$ cat src/rtl/nibble_tx_pkg.sv
// Shared types and constants for the nibble serial transmitter.
package nibble_tx_pkg;

    localparam int unsigned NIBBLE_W  = 4;
    localparam int unsigned BIT_IDX_W = 2;
    localparam logic        LINE_IDLE = 1'b1;

    typedef enum logic [2:0] {
        IDLE   = 3'd0,
        START  = 3'd1,
        DATA   = 3'd2,
        PARITY = 3'd3,
        STOP   = 3'd4
    } tx_state_e;

    // A is bit 0 so that a right shift presents A, B, C, D in order.
    function automatic logic [NIBBLE_W-1:0] pack_nibble(
        input logic a,
        input logic b,
        input logic c,
        input logic d
    );
        return {d, c, b, a};
    endfunction

endpackage

$ cat src/rtl/tx_bit_timer.sv
// Per-bit cycle counter for the nibble transmitter; bit_tick marks the last
// cycle of a bit, tick_next_c predicts it for the following cycle.
module tx_bit_timer
    import nibble_tx_pkg::*;
#(
    parameter int unsigned BIT_CYCLES = 1
) (
    input  logic clk,
    input  logic rst,
    input  logic clear,
    output logic bit_tick,
    output logic tick_next_c
);

    localparam int unsigned     CNT_W    = $clog2(BIT_CYCLES + 1);
    localparam logic [CNT_W-1:0] CNT_LAST = CNT_W'(BIT_CYCLES - 1);

    logic [CNT_W-1:0] cnt_q;
    logic [CNT_W-1:0] cnt_d;

    always_comb begin
        cnt_d = cnt_q + CNT_W'(1);
        if (clear || bit_tick) begin
            cnt_d = '0;
        end
    end

    always_ff @(posedge clk) begin
        if (rst) begin
            cnt_q <= '0;
        end else begin
            cnt_q <= cnt_d;
        end
    end

    assign bit_tick    = (cnt_q == CNT_LAST);
    assign tick_next_c = (cnt_d == CNT_LAST);

endmodule

$ cat src/rtl/nibble_serial_tx.sv
// Serialises a latched nibble A..D as start, data (A first), [parity], stop.
// Define PARITY_EN to insert the parity bit; ODD_PARITY then selects its sense.
module nibble_serial_tx
    import nibble_tx_pkg::*;
#(
    parameter int unsigned BIT_CYCLES = 1,
    parameter int unsigned ODD_PARITY = 0
) (
    input  logic clk,
    input  logic rst,
    input  logic start,
    input  logic A,
    input  logic B,
    input  logic C,
    input  logic D,
    output logic Y,
    output logic busy,
    output logic done
);

    if (BIT_CYCLES < 1 || ODD_PARITY > 1) begin : g_bad_cfg
        $error("nibble_serial_tx: BIT_CYCLES must be >= 1 and ODD_PARITY 0 or 1");
    end

    localparam logic [BIT_IDX_W-1:0] IDX_LAST = BIT_IDX_W'(NIBBLE_W - 1);

    tx_state_e             state_q;
    tx_state_e             state_d;
    logic [NIBBLE_W-1:0]   shreg_q;
    logic [NIBBLE_W-1:0]   shreg_d;
    logic [BIT_IDX_W-1:0]  idx_q;
    logic [BIT_IDX_W-1:0]  idx_d;
    logic                  y_q;
    logic                  y_d;
    logic                  busy_q;
    logic                  busy_d;
    logic                  done_q;
    logic                  done_d;
`ifdef PARITY_EN
    logic                  parity_q;
    logic                  parity_d;
`endif

    logic bit_tick;
    logic tick_next_c;

    tx_bit_timer #(
        .BIT_CYCLES (BIT_CYCLES)
    ) u_timer (
        .clk         (clk),
        .rst         (rst),
        .clear       (state_d != state_q),
        .bit_tick    (bit_tick),
        .tick_next_c (tick_next_c)
    );

    // Next-state, shift register and bit index.
    always_comb begin
        state_d  = state_q;
        shreg_d  = shreg_q;
        idx_d    = idx_q;
`ifdef PARITY_EN
        parity_d = parity_q;
`endif
        case (state_q)
            IDLE: begin
                if (start) begin
                    state_d  = START;
                    shreg_d  = pack_nibble(A, B, C, D);
`ifdef PARITY_EN
                    parity_d = (^{A, B, C, D}) ^ 1'(ODD_PARITY);
`endif
                end
            end
            START: begin
                if (bit_tick) begin
                    state_d = DATA;
                end
            end
            DATA: begin
                if (bit_tick) begin
                    if (idx_q == IDX_LAST) begin
                        idx_d = '0;
`ifdef PARITY_EN
                        state_d = PARITY;
`else
                        state_d = STOP;
`endif
                    end else begin
                        idx_d   = idx_q + BIT_IDX_W'(1);
                        shreg_d = {1'b0, shreg_q[NIBBLE_W-1:1]};
                    end
                end
            end
`ifdef PARITY_EN
            PARITY: begin
                if (bit_tick) begin
                    state_d = STOP;
                end
            end
`endif
            STOP: begin
                if (bit_tick) begin
                    state_d = IDLE;
                end
            end
            default: begin
                state_d = IDLE;
            end
        endcase
    end

    // Outputs decoded from next-cycle state so the flops present them in step.
    always_comb begin
        y_d    = LINE_IDLE;
        busy_d = (state_d != IDLE);
        done_d = (state_d == STOP) && tick_next_c;
        case (state_d)
            START:   y_d = ~LINE_IDLE;
            DATA:    y_d = shreg_d[0];
`ifdef PARITY_EN
            PARITY:  y_d = parity_d;
`endif
            default: y_d = LINE_IDLE;
        endcase
    end

    always_ff @(posedge clk) begin
        if (rst) begin
            state_q  <= IDLE;
            shreg_q  <= '0;
            idx_q    <= '0;
            y_q      <= LINE_IDLE;
            busy_q   <= 1'b0;
            done_q   <= 1'b0;
`ifdef PARITY_EN
            parity_q <= 1'b0;
`endif
        end else begin
            state_q  <= state_d;
            shreg_q  <= shreg_d;
            idx_q    <= idx_d;
            y_q      <= y_d;
            busy_q   <= busy_d;
            done_q   <= done_d;
`ifdef PARITY_EN
            parity_q <= parity_d;
`endif
        end
    end

    assign Y    = y_q;
    assign busy = busy_q;
    assign done = done_q;

endmodule

$ cat config.mk
export PLATFORM = sky130hd
export DESIGN_NAME = nibble_serial_tx
export DESIGN_NICKNAME = d
export VERILOG_FILES = /design/src/rtl/nibble_tx_pkg.sv /design/src/rtl/tx_bit_timer.sv /design/src/rtl/nibble_serial_tx.sv
export SDC_FILE = /design/constraint.sdc
export NUM_CORES = 1
export LEC_CHECK = 0
export ABC_AREA = 1
export BUFFER_PORTS_ARGS = -buffer_cell sky130_fd_sc_hd__buf_2
export CELL_PAD_IN_SITES_DETAIL_PLACEMENT = 1
export CELL_PAD_IN_SITES_GLOBAL_PLACEMENT = 2
export CORE_MARGIN = 2
export CORE_UTILIZATION = 31
export CTS_BUF_LIST = sky130_fd_sc_hd__clkbuf_8
export DETAILED_ROUTE_END_ITERATION = 16
export HOLD_SLACK_MARGIN = 0.02
export PLACE_DENSITY = 0.83
export SLEW_MARGIN = 20
export SYNTH_ARGS = -nofsm -noshare
export SYNTH_HDL_FRONTEND = slang
export SYNTH_SLANG_ARGS = --single-unit
$ cat constraint.sdc
create_clock -name clk -period 1.45 [get_ports clk]
set_input_delay 0 -clock clk [delete_from_list [all_inputs] [get_ports clk]]
set_output_delay 0 -clock clk [all_outputs]
set_load 0.1 [all_outputs]
Word-level counts from Yosys, hierarchy flattened
Index checks and enable logic that the tools add are counted.

Reductions and logical operators: 7. Muxes and demuxes: 13. Equal/unequal tests: 11. Bitwise logic cells: 2. Add/sub/neg operators: 2.

Operators with widths (number): 2-to-1 mux 3 bit (5); 2-to-1 mux 4 bit (3); one-hot mux 3 bit (4 select lines) (1); one-hot mux 4 bit (2 select lines) (1); equality test 3 x 1 -> 1 bit (second input constant) (2); equality test 3 x 2 -> 1 bit (second input constant) (2); equality test 3 bit (second input constant) (2); != test 2 bit (second input constant) (3); AND reduction 4 bit (1); zero test 3 bit (1); != test 3 bit (1); nonzero test 3 bit (1); adder 2 x 1 -> 2 bit (second input constant) (1); equality test 2 bit (second input constant) (1); 2-to-1 mux 2 bit (1); NOT 1 bit (2); one-hot mux 1 bit (2 select lines) (1); AND reduction 2 bit (1); nonzero test 2 bit (1); adder 1 bit (second input constant) (1); logical AND 1 bit (1); logical OR 1 bit (1); 2-to-1 mux 1 bit (1).

Bits of input ports: 7. Register bits after elaboration: 13.

Logic depth before layout (Yosys ltp)
Depth in word-level cells: 9. Gate-level depth with buffers: 8. Depth with buffers taken out: 8.

Cells and area by module
A second synthesis with hierarchy kept.

Cells, all modules: 98. Area total of the unflattened synthesis: 674.4 sq um.

Modules (own cells, without submodules): nibble_serial_tx (area each 635.6 sq um, sequential area each 240.2 sq um, instances 1, cells an instance 93); tx_bit_timer (area each 38.8 sq um, sequential area each 20.0 sq um, instances 1, cells an instance 5).

Least setup slack after synthesis
No wires, ideal clock.

Kind: register to register. Start: register idx_q[0]. End: register y_q (netlist: Y). Stages on the path, launching flop included: 8. Arrival: 973 ps. Buffers on the path: 0. Clock period less this slack: 1092 ps. Setup slack: 358 ps. Path through: dfxtp_1 -> ha_1 -> nor2_1 -> nand2_1 -> nand3_1 -> nand3_1 -> nand2_1 -> nand3_1.

Word-level cells in the longest chain between the ends: 6. Elaborated cells on any way between the ends: 10.

Ends and longest elaborated chain: from (decl) (RTL line nibble_serial_tx.sv:31) `logic [BIT_IDX_W-1:0] idx_q;`; from (signal assigned) (RTL line nibble_serial_tx.sv:142) `idx_q <= idx_d;`; equality test 2 bit (*) (RTL line nibble_serial_tx.sv:82) `if (idx_q == IDX_LAST) begin`; 2-to-1 mux 3 bit (RTL line nibble_serial_tx.sv:82); 2-to-1 mux 3 bit (RTL line nibble_serial_tx.sv:81) `if (bit_tick) begin`; one-hot mux 3 bit (4 select lines) (RTL line nibble_serial_tx.sv:65) `case (state_q)`; equality test 3 x 2 -> 1 bit or equality test 3 x 1 -> 1 bit (tied branches) (RTL line nibble_serial_tx.sv:118) `case (state_d)`; one-hot mux 1 bit (2 select lines) (*) (RTL line nibble_serial_tx.sv:118); to (signal assigned) (RTL line nibble_serial_tx.sv:143) `y_q <= y_d;`; to (decl) (RTL line nibble_serial_tx.sv:33) `logic y_q;`.

Mark *: on every way between the ends. The rest lies on a longest branch, timed or not. The select of a mux whose other input is x is not followed. A chain may end at the register's enable or synchronous reset.

Final worst setup path
Same ends and word-level chain as after synthesis.

==> impl_results.md <==
- Power density cells: 1230 nW/µm²
- DP Wirelength: 1.14 mm
- Critical path's largest stage delay: 0.32 ns
- H-tree levels: 1
- Mapped Nets: 95
- First-pass DRT Iterations: 4
- Post-synth top area share: 42.7%
- Hold path start: D
- Die height: 48.3 µm
- Mux share of post-synthesis cell area: 0%
- Total power: 897 µW
- Synth area leaders: dfxtp_1 43%, nand2_1 11%, nand3_1 7.4%
- Die width: 48.3 µm
- Area Growth Syn to Fin: 19.7%
- CP arrival: 1.41 ns
- CP endpoint kind: register
- Site Rows: 16
- Minimum clock period: 1.28 ns
- Longest Clk Path Bufs: 2
- Setup TNS: 0 ns
- Synth Area in XOR/XNOR: 0%
- Nets: 108
- F_max: 782 MHz
- CTS Buf Count: 3
- Adder-cell area share of the yosys netlist: 2.05%
- Worst reg2reg startpoint: idx_q[0]$_SDFFE_PP0P_
- Synth Area in Simple Gates: 34.3%
- Worst Setup Start Kind: register
- Global-route wire length before repair: 2.64 mm
- Final slew viol count: 0
- CTS tree: done
- Worst Path Class, Setup: reg -> reg
- Clock Skews: 0.00330 ns
- DRT iter0 DRCs: 7
- Final wirelength: 1.54 mm
- Vias per cell: 4.49
- Layout cell share with drive strength beyond 1: 21.2%
- Max Cap Viol: 0
- Clock slew at reported path FFs: 0.06 ns
- Total grt overflow: 0
- Peak supply drop: 0.000466 V
- Total number of vias: 566
- Largest net degree at the start of global routing: 12
- Most used cell, CP: nand3_1
- Final Non-Filler Cells: 126
- Placed cell count: 122
- Seq/Total Area, Yosys: 42.7%
- Slowest CP cell: dfxtp_1
- #FFs+latches synth: 13
- Post-CTS Resized: 0
- CP Cell Sequence: ha_1 > nor2_1 > nand2_1 > nand3_1 > nand3_1 > nand2_1 > nand3_1
- Initial antenna violation count: 0
- Routed wire per std cell: 12.2 µm
- Vias in the first global route: 560
- Synth cell types: 19
- Final Cycle Share: 88.2%
- Complex-gate fraction of the synthesized area: 12.9%
- Antenna diodes: 0
- Starting Density: 32.0%
- Die ar.: 2340 µm²
- CP Max Fanout: 5
- Setup violators final: 0
- Ys Warns: 0
- Average cell area after synthesis: 7.00 µm²
- Worst Hold Class: in -> reg
- # hold bufs at CTS: 0
- Global Route Usage Sum: 15.2%
- TritonCTS Sinks: 13
- I/O Buffers: 9
- Worst Path Required: 1.58 ns
- Cells after synthesis: 87
- Largest family of logic cells by synthesized area: simple AND/OR/NAND/NOR gates
- Setup repair bufs after CTS: 0
- Leading area contributor after synthesis: dfxtp_1
- Hold Violations, Final: 0
- # DRC: 0
- Root Driver: clkbuf_8
- Antenna viol nets, final: 0
- Post-Syn Area: 609 µm²
- RD Place Congestion: 0.751
- Crit path from: idx_q[0]$_SDFFE_PP0P_
- Worst skew pair latency: 0.25 ns
- I/O pin count: 10
- RSZ-0062 raised after global routing: false
- Placeable Area: 1900 µm²
- Status: completed
- Leak: 0.321 nW
-- path summary, 6_finish.rpt --
| path | end | slack [ns] | cells after the start |
|---|---|---|---|
| worst max-delay path | Y$_SDFF_PP1_ | 0.17 | 7 |
| worst min-delay path | shreg_q[3]$_SDFFE_PP0P_ | 0.02 | 3 |
| worst max register to register | Y$_SDFF_PP1_ | 0.17 | 7 |
| worst min register to register | shreg_q[2]$_SDFFE_PP0P_ | 0.47 | 2 |
-- flip-flops by register name (all words and copies together) (netlist names) --
signal / cells
Y: 1
busy: 1
done: 1
idx_q: 2
shreg_q: 4
state_q: 3
u_timer.cnt_q: 1
-- cell type report --
cell class	count	area [µm²]
multi-input cells	62	304
repair buffers	9	45.0
flip-flops and latches	13	260
fillers	249	1170
clock buffers	3	41.3
well taps	27	33.8
clock inverters	1	3.75
inverters	11	41.3
-- through the flow --
stage / hold slack (ns) / worst slack, ns / utilization, % / instance area, µm²
after floorplan: 0.116 / 0.358 / - / 609
after global placement: 0.283 / 0.212 / 36.0 / 684
after detailed placement: 0.286 / 0.176 / 36.0 / 684
after CTS: 0.0238 / 0.165 / 38.4 / 729
after global routing: 0.0517 / 0.0611 / 38.4 / 729
final: 0.0174 / 0.171 / 38.4 / 729
-- cells in the final DEF, fill, tap and decap left out, types with 3 or more instances in the layout --
master and n:
nand2_1 18, dfxtp_1 13, nor2_1 12, inv_1 11, nand3_1 9, buf_2 9
a21oi_1 6, o21ai_0 5, nand2_2 3, clkbuf_8 3
-- cells in the mapped netlist, drive strengths merged --
library cell,n
nor2,14
conb,1
dfxtp,13
ha,1
inv,11
clkbuf,1
a31oi,1
nand2,21
nand3,10
o21ai,6
a21oi,7
nor3,1
-- metal layers --
metal,GRT usage [%],up-vias,part of all wire [%]
met5,0,-,0
met4,7.14,0,1.8
met3,4.01,3,3.2
met2,22.9,10,45
met1,20.4,253,50
li1,-,300,-
-- report_power, final --
group | switching [mW] | leakage [nW] | internal [mW]
clock network | 0.144 | 0.0269 | 0.188
registers | 0.0168 | 0.107 | 0.380
logic | 0.126 | 0.187 | 0.0429
total | 0.286 | 0.321 | 0.611
-- critical path, delay by kind of cell, from the launching register on --
family	cells	cell delay [ns]
adder cells (fa/ha/maj)	1	0.28
flip-flops	1	0.32
AND/OR/NAND/NOR	6	0.57
-- kinds of logic after synthesis --
| kind of cell | Yosys count |
|---|---|
| AOI/OAI and AO/OA | 14 |
| adders and majority gates | 1 |
| buffers and inverters | 12 |
| DFF | 13 |
| other | 1 |
| and+or+nand+nor | 46 |
No activity file was read; power rests on OpenSTA's default activity.
